<file path="src/rtl/mips_multicycle_control_pkg.sv">
// mips_pkg: shared definitions for the multi-cycle MIPS control path.
//   - opcode constants (instruction bits [31:26])
//   - ALUop encodings, also consumed by the ALU control unit
//   - 4-bit main-control state encoding
// Configuration: MIPS_JUMP_EN adds the JUMP state.
package mips_pkg;

  localparam logic [5:0] OP_RTYPE = 6'b000000;
  localparam logic [5:0] OP_LW    = 6'b100011;
  localparam logic [5:0] OP_SW    = 6'b101011;
  localparam logic [5:0] OP_BEQ   = 6'b000100;
  localparam logic [5:0] OP_J     = 6'b000010;

  localparam logic [1:0] ALUOP_ADD   = 2'b00;
  localparam logic [1:0] ALUOP_SUB   = 2'b01;
  localparam logic [1:0] ALUOP_RTYPE = 2'b10;

  typedef enum logic [3:0] {
    S_IDLE      = 4'd0,
    S_FETCH     = 4'd1,
    S_DECODE    = 4'd2,
    S_MEM_ADDR  = 4'd3,
    S_MEM_READ  = 4'd4,
    S_MEM_WB    = 4'd5,
    S_MEM_WRITE = 4'd6,
    S_EXECUTE   = 4'd7,
    S_R_WB      = 4'd8,
`ifdef MIPS_JUMP_EN
    S_BRANCH    = 4'd9,
    S_JUMP      = 4'd10
`else
    S_BRANCH    = 4'd9
`endif
  } state_e;

endpackage

</file>
<file path="src/rtl/mips_multicycle_control_if.sv">
// mips_multicycle_control_if: control bundle between the main control FSM
// and the datapath/memory.
//   inputs to the FSM : opcode[5:0], mem_ready
//   outputs of the FSM: datapath enables/selects, ALUop[1:0], illegal_op,
//                       state[3:0] (debug)
// modport master: the control FSM; modport slave: datapath/memory side.
interface mips_multicycle_control_if;
  logic [5:0] opcode;
  logic       mem_ready;
  logic       PCWrite;
  logic       PCWriteCond;
  logic       IorD;
  logic       MemRead;
  logic       MemWrite;
  logic       MemtoReg;
  logic       IRWrite;
  logic       RegWrite;
  logic       RegDst;
  logic       ALUSrcA;
  logic [1:0] PCSource;
  logic [1:0] ALUSrcB;
  logic [1:0] ALUop;
  logic       illegal_op;
  logic [3:0] state;

  modport master (
    input  opcode, mem_ready,
    output PCWrite, PCWriteCond, IorD, MemRead, MemWrite, MemtoReg,
           IRWrite, RegWrite, RegDst, ALUSrcA, PCSource, ALUSrcB, ALUop,
           illegal_op, state
  );

  modport slave (
    output opcode, mem_ready,
    input  PCWrite, PCWriteCond, IorD, MemRead, MemWrite, MemtoReg,
           IRWrite, RegWrite, RegDst, ALUSrcA, PCSource, ALUSrcB, ALUop,
           illegal_op, state
  );
endinterface

</file>
<file path="src/rtl/mips_multicycle_control_opcode_decode.sv">
// mips_opcode_decode: combinational opcode classifier for the main control.
//   opcode[5:0] in; class flags out (is_mem covers lw and sw, is_lw picks lw).
// Configuration: without MIPS_JUMP_EN, opcode 000010 classifies as illegal.
module mips_opcode_decode
  import mips_pkg::*;
(
  input  logic [5:0] opcode,
  output logic       is_mem,
  output logic       is_lw,
  output logic       is_rtype,
  output logic       is_beq,
  output logic       is_j,
  output logic       is_illegal
);

  always_comb begin
    is_lw    = (opcode == OP_LW);
    is_mem   = (opcode == OP_LW) || (opcode == OP_SW);
    is_rtype = (opcode == OP_RTYPE);
    is_beq   = (opcode == OP_BEQ);
`ifdef MIPS_JUMP_EN
    is_j     = (opcode == OP_J);
`else
    is_j     = 1'b0;
`endif
    is_illegal = !(is_mem || is_rtype || is_beq || is_j);
  end

endmodule

</file>
<file path="src/rtl/mips_multicycle_control.sv">
// mips_multicycle_control: main control FSM of the multi-cycle MIPS datapath.
// Ports:
//   clk     - rising-edge clock
//   reset_n - asynchronous active-low reset (forces IDLE)
//   bus     - mips_multicycle_control_if.master: opcode/mem_ready in,
//             all datapath controls, ALUop, illegal_op and state out
// Outputs are Moore decodes of the state, except IRWrite/PCWrite in FETCH
// which are qualified by mem_ready so the PC advances exactly once.
// Configuration: define MIPS_JUMP_EN to enable the j instruction (JUMP state).
module mips_multicycle_control
  import mips_pkg::*;
(
  input  logic                          clk,
  input  logic                          reset_n,
  mips_multicycle_control_if.master     bus
);

  state_e state_q, state_d;
  logic   is_mem, is_lw, is_rtype, is_beq, is_j, is_illegal;

  mips_opcode_decode u_decode (
    .opcode     (bus.opcode),
    .is_mem     (is_mem),
    .is_lw      (is_lw),
    .is_rtype   (is_rtype),
    .is_beq     (is_beq),
    .is_j       (is_j),
    .is_illegal (is_illegal)
  );

  always_ff @(posedge clk or negedge reset_n) begin
    if (!reset_n) state_q <= S_IDLE;
    else          state_q <= state_d;
  end

  always_comb begin
    state_d = state_q;
    unique case (state_q)
      S_IDLE:      state_d = S_FETCH;
      S_FETCH:     if (bus.mem_ready) state_d = S_DECODE;
      S_DECODE: begin
        if (is_mem)        state_d = S_MEM_ADDR;
        else if (is_rtype) state_d = S_EXECUTE;
        else if (is_beq)   state_d = S_BRANCH;
`ifdef MIPS_JUMP_EN
        else if (is_j)     state_d = S_JUMP;
`else
        else if (is_j)     state_d = S_FETCH;
`endif
        else               state_d = S_FETCH;
      end
      S_MEM_ADDR:  state_d = is_lw ? S_MEM_READ : S_MEM_WRITE;
      S_MEM_READ:  if (bus.mem_ready) state_d = S_MEM_WB;
      S_MEM_WB:    state_d = S_FETCH;
      S_MEM_WRITE: if (bus.mem_ready) state_d = S_FETCH;
      S_EXECUTE:   state_d = S_R_WB;
      S_R_WB:      state_d = S_FETCH;
      S_BRANCH:    state_d = S_FETCH;
`ifdef MIPS_JUMP_EN
      S_JUMP:      state_d = S_FETCH;
`endif
      default:     state_d = S_IDLE;
    endcase
  end

  always_comb begin
    bus.PCWrite     = 1'b0;
    bus.PCWriteCond = 1'b0;
    bus.IorD        = 1'b0;
    bus.MemRead     = 1'b0;
    bus.MemWrite    = 1'b0;
    bus.MemtoReg    = 1'b0;
    bus.IRWrite     = 1'b0;
    bus.RegWrite    = 1'b0;
    bus.RegDst      = 1'b0;
    bus.ALUSrcA     = 1'b0;
    bus.PCSource    = 2'b00;
    bus.ALUSrcB     = 2'b00;
    bus.ALUop       = ALUOP_ADD;
    bus.illegal_op  = 1'b0;
    bus.state       = state_q;
    unique case (state_q)
      S_FETCH: begin
        bus.MemRead = 1'b1;
        bus.ALUSrcB = 2'b01;
        bus.IRWrite = bus.mem_ready;
        bus.PCWrite = bus.mem_ready;
      end
      S_DECODE: begin
        bus.ALUSrcB    = 2'b11;
        bus.illegal_op = is_illegal;
      end
      S_MEM_ADDR: begin
        bus.ALUSrcA = 1'b1;
        bus.ALUSrcB = 2'b10;
      end
      S_MEM_READ: begin
        bus.MemRead = 1'b1;
        bus.IorD    = 1'b1;
      end
      S_MEM_WB: begin
        bus.RegWrite = 1'b1;
        bus.MemtoReg = 1'b1;
      end
      S_MEM_WRITE: begin
        bus.MemWrite = 1'b1;
        bus.IorD     = 1'b1;
      end
      S_EXECUTE: begin
        bus.ALUSrcA = 1'b1;
        bus.ALUop   = ALUOP_RTYPE;
      end
      S_R_WB: begin
        bus.RegWrite = 1'b1;
        bus.RegDst   = 1'b1;
      end
      S_BRANCH: begin
        bus.ALUSrcA     = 1'b1;
        bus.ALUop       = ALUOP_SUB;
        bus.PCWriteCond = 1'b1;
        bus.PCSource    = 2'b01;
      end
`ifdef MIPS_JUMP_EN
      S_JUMP: begin
        bus.PCWrite  = 1'b1;
        bus.PCSource = 2'b10;
      end
`endif
      default: ;
    endcase
  end

endmodule

</file>
<file path="src/flat_wrapper.sv">
// flat-port wrapper written by rule: the top's interface ports become plain ports
module mips_multicycle_control_flat import mips_pkg::*;
  (clk, reset_n, bus_opcode, bus_mem_ready, bus_PCWrite, bus_PCWriteCond, bus_IorD, bus_MemRead, bus_MemWrite, bus_MemtoReg, bus_IRWrite, bus_RegWrite, bus_RegDst, bus_ALUSrcA, bus_PCSource, bus_ALUSrcB, bus_ALUop, bus_illegal_op, bus_state);
  mips_multicycle_control_if bus_i ();
  input  logic clk;
  input  logic reset_n;
  input wire logic [$bits(bus_i.opcode)-1:0] bus_opcode;
  input wire logic [$bits(bus_i.mem_ready)-1:0] bus_mem_ready;
  output wire logic [$bits(bus_i.PCWrite)-1:0] bus_PCWrite;
  output wire logic [$bits(bus_i.PCWriteCond)-1:0] bus_PCWriteCond;
  output wire logic [$bits(bus_i.IorD)-1:0] bus_IorD;
  output wire logic [$bits(bus_i.MemRead)-1:0] bus_MemRead;
  output wire logic [$bits(bus_i.MemWrite)-1:0] bus_MemWrite;
  output wire logic [$bits(bus_i.MemtoReg)-1:0] bus_MemtoReg;
  output wire logic [$bits(bus_i.IRWrite)-1:0] bus_IRWrite;
  output wire logic [$bits(bus_i.RegWrite)-1:0] bus_RegWrite;
  output wire logic [$bits(bus_i.RegDst)-1:0] bus_RegDst;
  output wire logic [$bits(bus_i.ALUSrcA)-1:0] bus_ALUSrcA;
  output wire logic [$bits(bus_i.PCSource)-1:0] bus_PCSource;
  output wire logic [$bits(bus_i.ALUSrcB)-1:0] bus_ALUSrcB;
  output wire logic [$bits(bus_i.ALUop)-1:0] bus_ALUop;
  output wire logic [$bits(bus_i.illegal_op)-1:0] bus_illegal_op;
  output wire logic [$bits(bus_i.state)-1:0] bus_state;
  assign bus_i.opcode = bus_opcode;
  assign bus_i.mem_ready = bus_mem_ready;
  assign bus_PCWrite = bus_i.PCWrite;
  assign bus_PCWriteCond = bus_i.PCWriteCond;
  assign bus_IorD = bus_i.IorD;
  assign bus_MemRead = bus_i.MemRead;
  assign bus_MemWrite = bus_i.MemWrite;
  assign bus_MemtoReg = bus_i.MemtoReg;
  assign bus_IRWrite = bus_i.IRWrite;
  assign bus_RegWrite = bus_i.RegWrite;
  assign bus_RegDst = bus_i.RegDst;
  assign bus_ALUSrcA = bus_i.ALUSrcA;
  assign bus_PCSource = bus_i.PCSource;
  assign bus_ALUSrcB = bus_i.ALUSrcB;
  assign bus_ALUop = bus_i.ALUop;
  assign bus_illegal_op = bus_i.illegal_op;
  assign bus_state = bus_i.state;
  mips_multicycle_control u_core (.clk(clk), .reset_n(reset_n), .bus(bus_i));
endmodule
</file>
<file path="config.mk">
export PLATFORM = sky130hd
export DESIGN_NAME = mips_multicycle_control_flat
export DESIGN_NICKNAME = d
export VERILOG_FILES = /design/src/rtl/mips_multicycle_control_pkg.sv /design/src/rtl/mips_multicycle_control_if.sv /design/src/rtl/mips_multicycle_control_opcode_decode.sv /design/src/rtl/mips_multicycle_control.sv /design/src/flat_wrapper.sv
export SDC_FILE = /design/constraint.sdc
export NUM_CORES = 1
export LEC_CHECK = 0
export CAP_MARGIN = 5
export CORE_MARGIN = 3
export CORE_UTILIZATION = 31
export DETAILED_ROUTE_END_ITERATION = 7
export GPL_ROUTABILITY_DRIVEN = 0
export GPL_TIMING_DRIVEN = 0
export PLACE_DENSITY = 0.75
export SLEW_MARGIN = 20
export SYNTH_ARGS = -nofsm -noshare
export SYNTH_HDL_FRONTEND = slang
export SYNTH_HIERARCHICAL = 1
export SYNTH_SLANG_ARGS = --single-unit
export TNS_END_PERCENT = 50
</file>
<file path="constraint.sdc">
create_clock -name clk -period 2.2 [get_ports clk]
set_input_delay 0.44 -clock clk [delete_from_list [all_inputs] [get_ports clk]]
set_output_delay 0.44 -clock clk [all_outputs]
set_load 0.02 [all_outputs]
</file>
==> flow_summary_export.csv <==
group,metric,value,unit
place,port_buffers,28,
power_and_ir_drop,p_seq_frac,0.165,
layout,largest_reg_flops,4,
power_and_ir_drop,finalPower,0.000902,W
timing,fin_ws,0.180,ns
critical_path,worstSetupEndpointType,"output pin",
routing,dr.pass1.iters,4,
place,post-place-ws,-0.521,ns
global_route,grt_max_degree,11,
power_and_ir_drop,clkPwrFrac,0.098,
power_and_ir_drop,p_switching,0.000435,W
power_and_ir_drop,swShare,0.483,
routing,via_count,584,
clock_network,htree_levels,1,
global_route,antenna_found_initial,0,
clock_network,clkSlewWorstSetupHoldPaths,0.04,ns
routing,drt_iter0_drc,19,
run,maxCapViolCount,0,
global_route,track_usage,0.140,
layout,layout_commonest_cell,"dlygate4sd2_1",
outcome,outcome,"finished clean",
routing,routed_wl,1360,um
layout,nNetsFinal,110,
critical_path,start_kind,"primary input",
layout,final_cell_mix,"11 x dlygate4sd2_1, 9 x dlymetal6s2s_1, 8 x nor2_1, 8 x buf_4, 7 x clkdlybuf4s50_1",
routing,via_per_inst,5.12,
critical_path,crit_path_max_fanout,3,
yosys,netlist_area,507,sq um
timing,hold_viol,0,
global_route,overflow,0,
routing,ant_nets,0,
critical_path,path_class,"in -> out",
clock_network,cts_tree,"done",
power_and_ir_drop,leakagePower,0.496,nW
timing,setup_viol,0,
power_and_ir_drop,power_frac_comb,0.737,
critical_path,r2r_cells,3,
place,hpwl,1020,um
power_and_ir_drop,ir_worst_vdd,0.614,mV
floorplan,start_util,0.358,
layout,final_core_util,0.594,
critical_path,r2r_start,"u_core/bus.state[2]",
yosys,ys_warn_count,6,
power_and_ir_drop,p_int,0.000466,W
yosys,avgSynthCellArea,7.56,sq um
timing,layout_min_cycle_time,2.02,ns
layout,diodes,0,
routing,route.detailed.drc,0,
global_route,grt_pass1_vias,494,
floorplan,die_y,46.4,um
critical_path,arrival,1.58,ns
timing,fin_worst_skew,0.00191,ns
timing,fin_crit_sh,0.918,
timing,setup_tns,0,ns
critical_path,reg2reg_to,"u_core/bus.state[1]",
floorplan,dieArea,2160,sq um
yosys,syn_nets,76,
hold_path,min_path_type,"in -> async",
power_and_ir_drop,power_density,1070,nW/um^2
critical_path,worst_ep_required_time,1.76,ns
yosys,syn_inst,67,
floorplan,pin_count,30,
critical_path,ff2ff_setup_slack,1.04,ns
clock_network,cts_max_path_buffers,2,
clock_network,clock_latency,0.23,ns
clock_network,ctsHoldBuffers,0,
timing,holdWs,0.403,ns
layout,drive_above_1_share,0.192,
routing,drt-wirelength-per-cell,11.9,um
floorplan,core_area,1420,sq um
clock_network,cts_buffers,3,
global_route,grt_pass1_wl,2160,um
timing,drv_slew,0,
layout,area_growth,65.9,%
clock_network,clock-root-buffer,"clkbuf_4",
floorplan,rows,13,
clock_network,clock-sinks,4,
floorplan,fp.dieW,46.4,um
timing,max_freq,495,MHz
timing,rsz0062_at_grt,"no",
## cell type report
| class | instances | area, sq um |
|---|---|---|
| clock buffer | 3 | 22.5 |
| timing repair buffer | 29 | 292 |
| sequential | 4 | 101 |
| fill | 147 | 574 |
| tap | 15 | 18.8 |
| buffer | 8 | 63.8 |
| multi-input combinational | 55 | 343 |
## metrics by stage
stage	instance area [sq um]	std cells
global placement	806	110
global route	841	114
CTS	810	113
floorplan	507	67
finish	841	114
detailed placement	806	110
## power by group through the flow
stage / clock network [W] / logic, W / registers, W
floorplan: 0 / 0.000415 / 0.000167
global placement: 0 / 0.000718 / 0.000149
detailed placement: 0 / 0.000729 / 0.000147
CTS: 0.0000934 / 0.000677 / 0.000147
global route: 0.000102 / 0.000735 / 0.000155
finish: 0.0000880 / 0.000665 / 0.000149
## routing by layer
layer / global-route usage / vias up / wire length, um
li1: - / 293 / -
met1: 0.179 / 263 / 603
met2: 0.214 / 24 / 622
met3: 0.0273 / 4 / 103
met4: 0.0852 / 0 / 25
met5: 0 / - / 0
## timing repair
action	CTS	global route
buffers inserted	0	1
resized for setup	15	10
pin swaps	1	1
endpoints found under the setup margin	13	6
## worst max-delay path by stage
stage	startpoint	endpoint	slack (ns)	cells after the start
after floorplan	u_core/bus.state[3]	bus_PCWrite	0.40	5
after global routing	u_core/bus.state[3]	bus_PCWrite	0.03	6
after global placement	bus_opcode[0]	bus_illegal_op	-0.51	5
final	bus_opcode[0]	bus_illegal_op	0.18	5
after CTS	bus_opcode[3]	bus_illegal_op	-0.12	5
after detailed placement	bus_opcode[0]	bus_illegal_op	-0.52	5
## worst max-delay path, cell delays in order
cell            delay [ns]
dlymetal6s2s_1        0.14
or4_4                 0.55
a21o_1                0.17
and3_1                0.13
buf_2                 0.15
Power figures use the tool's default switching activity.
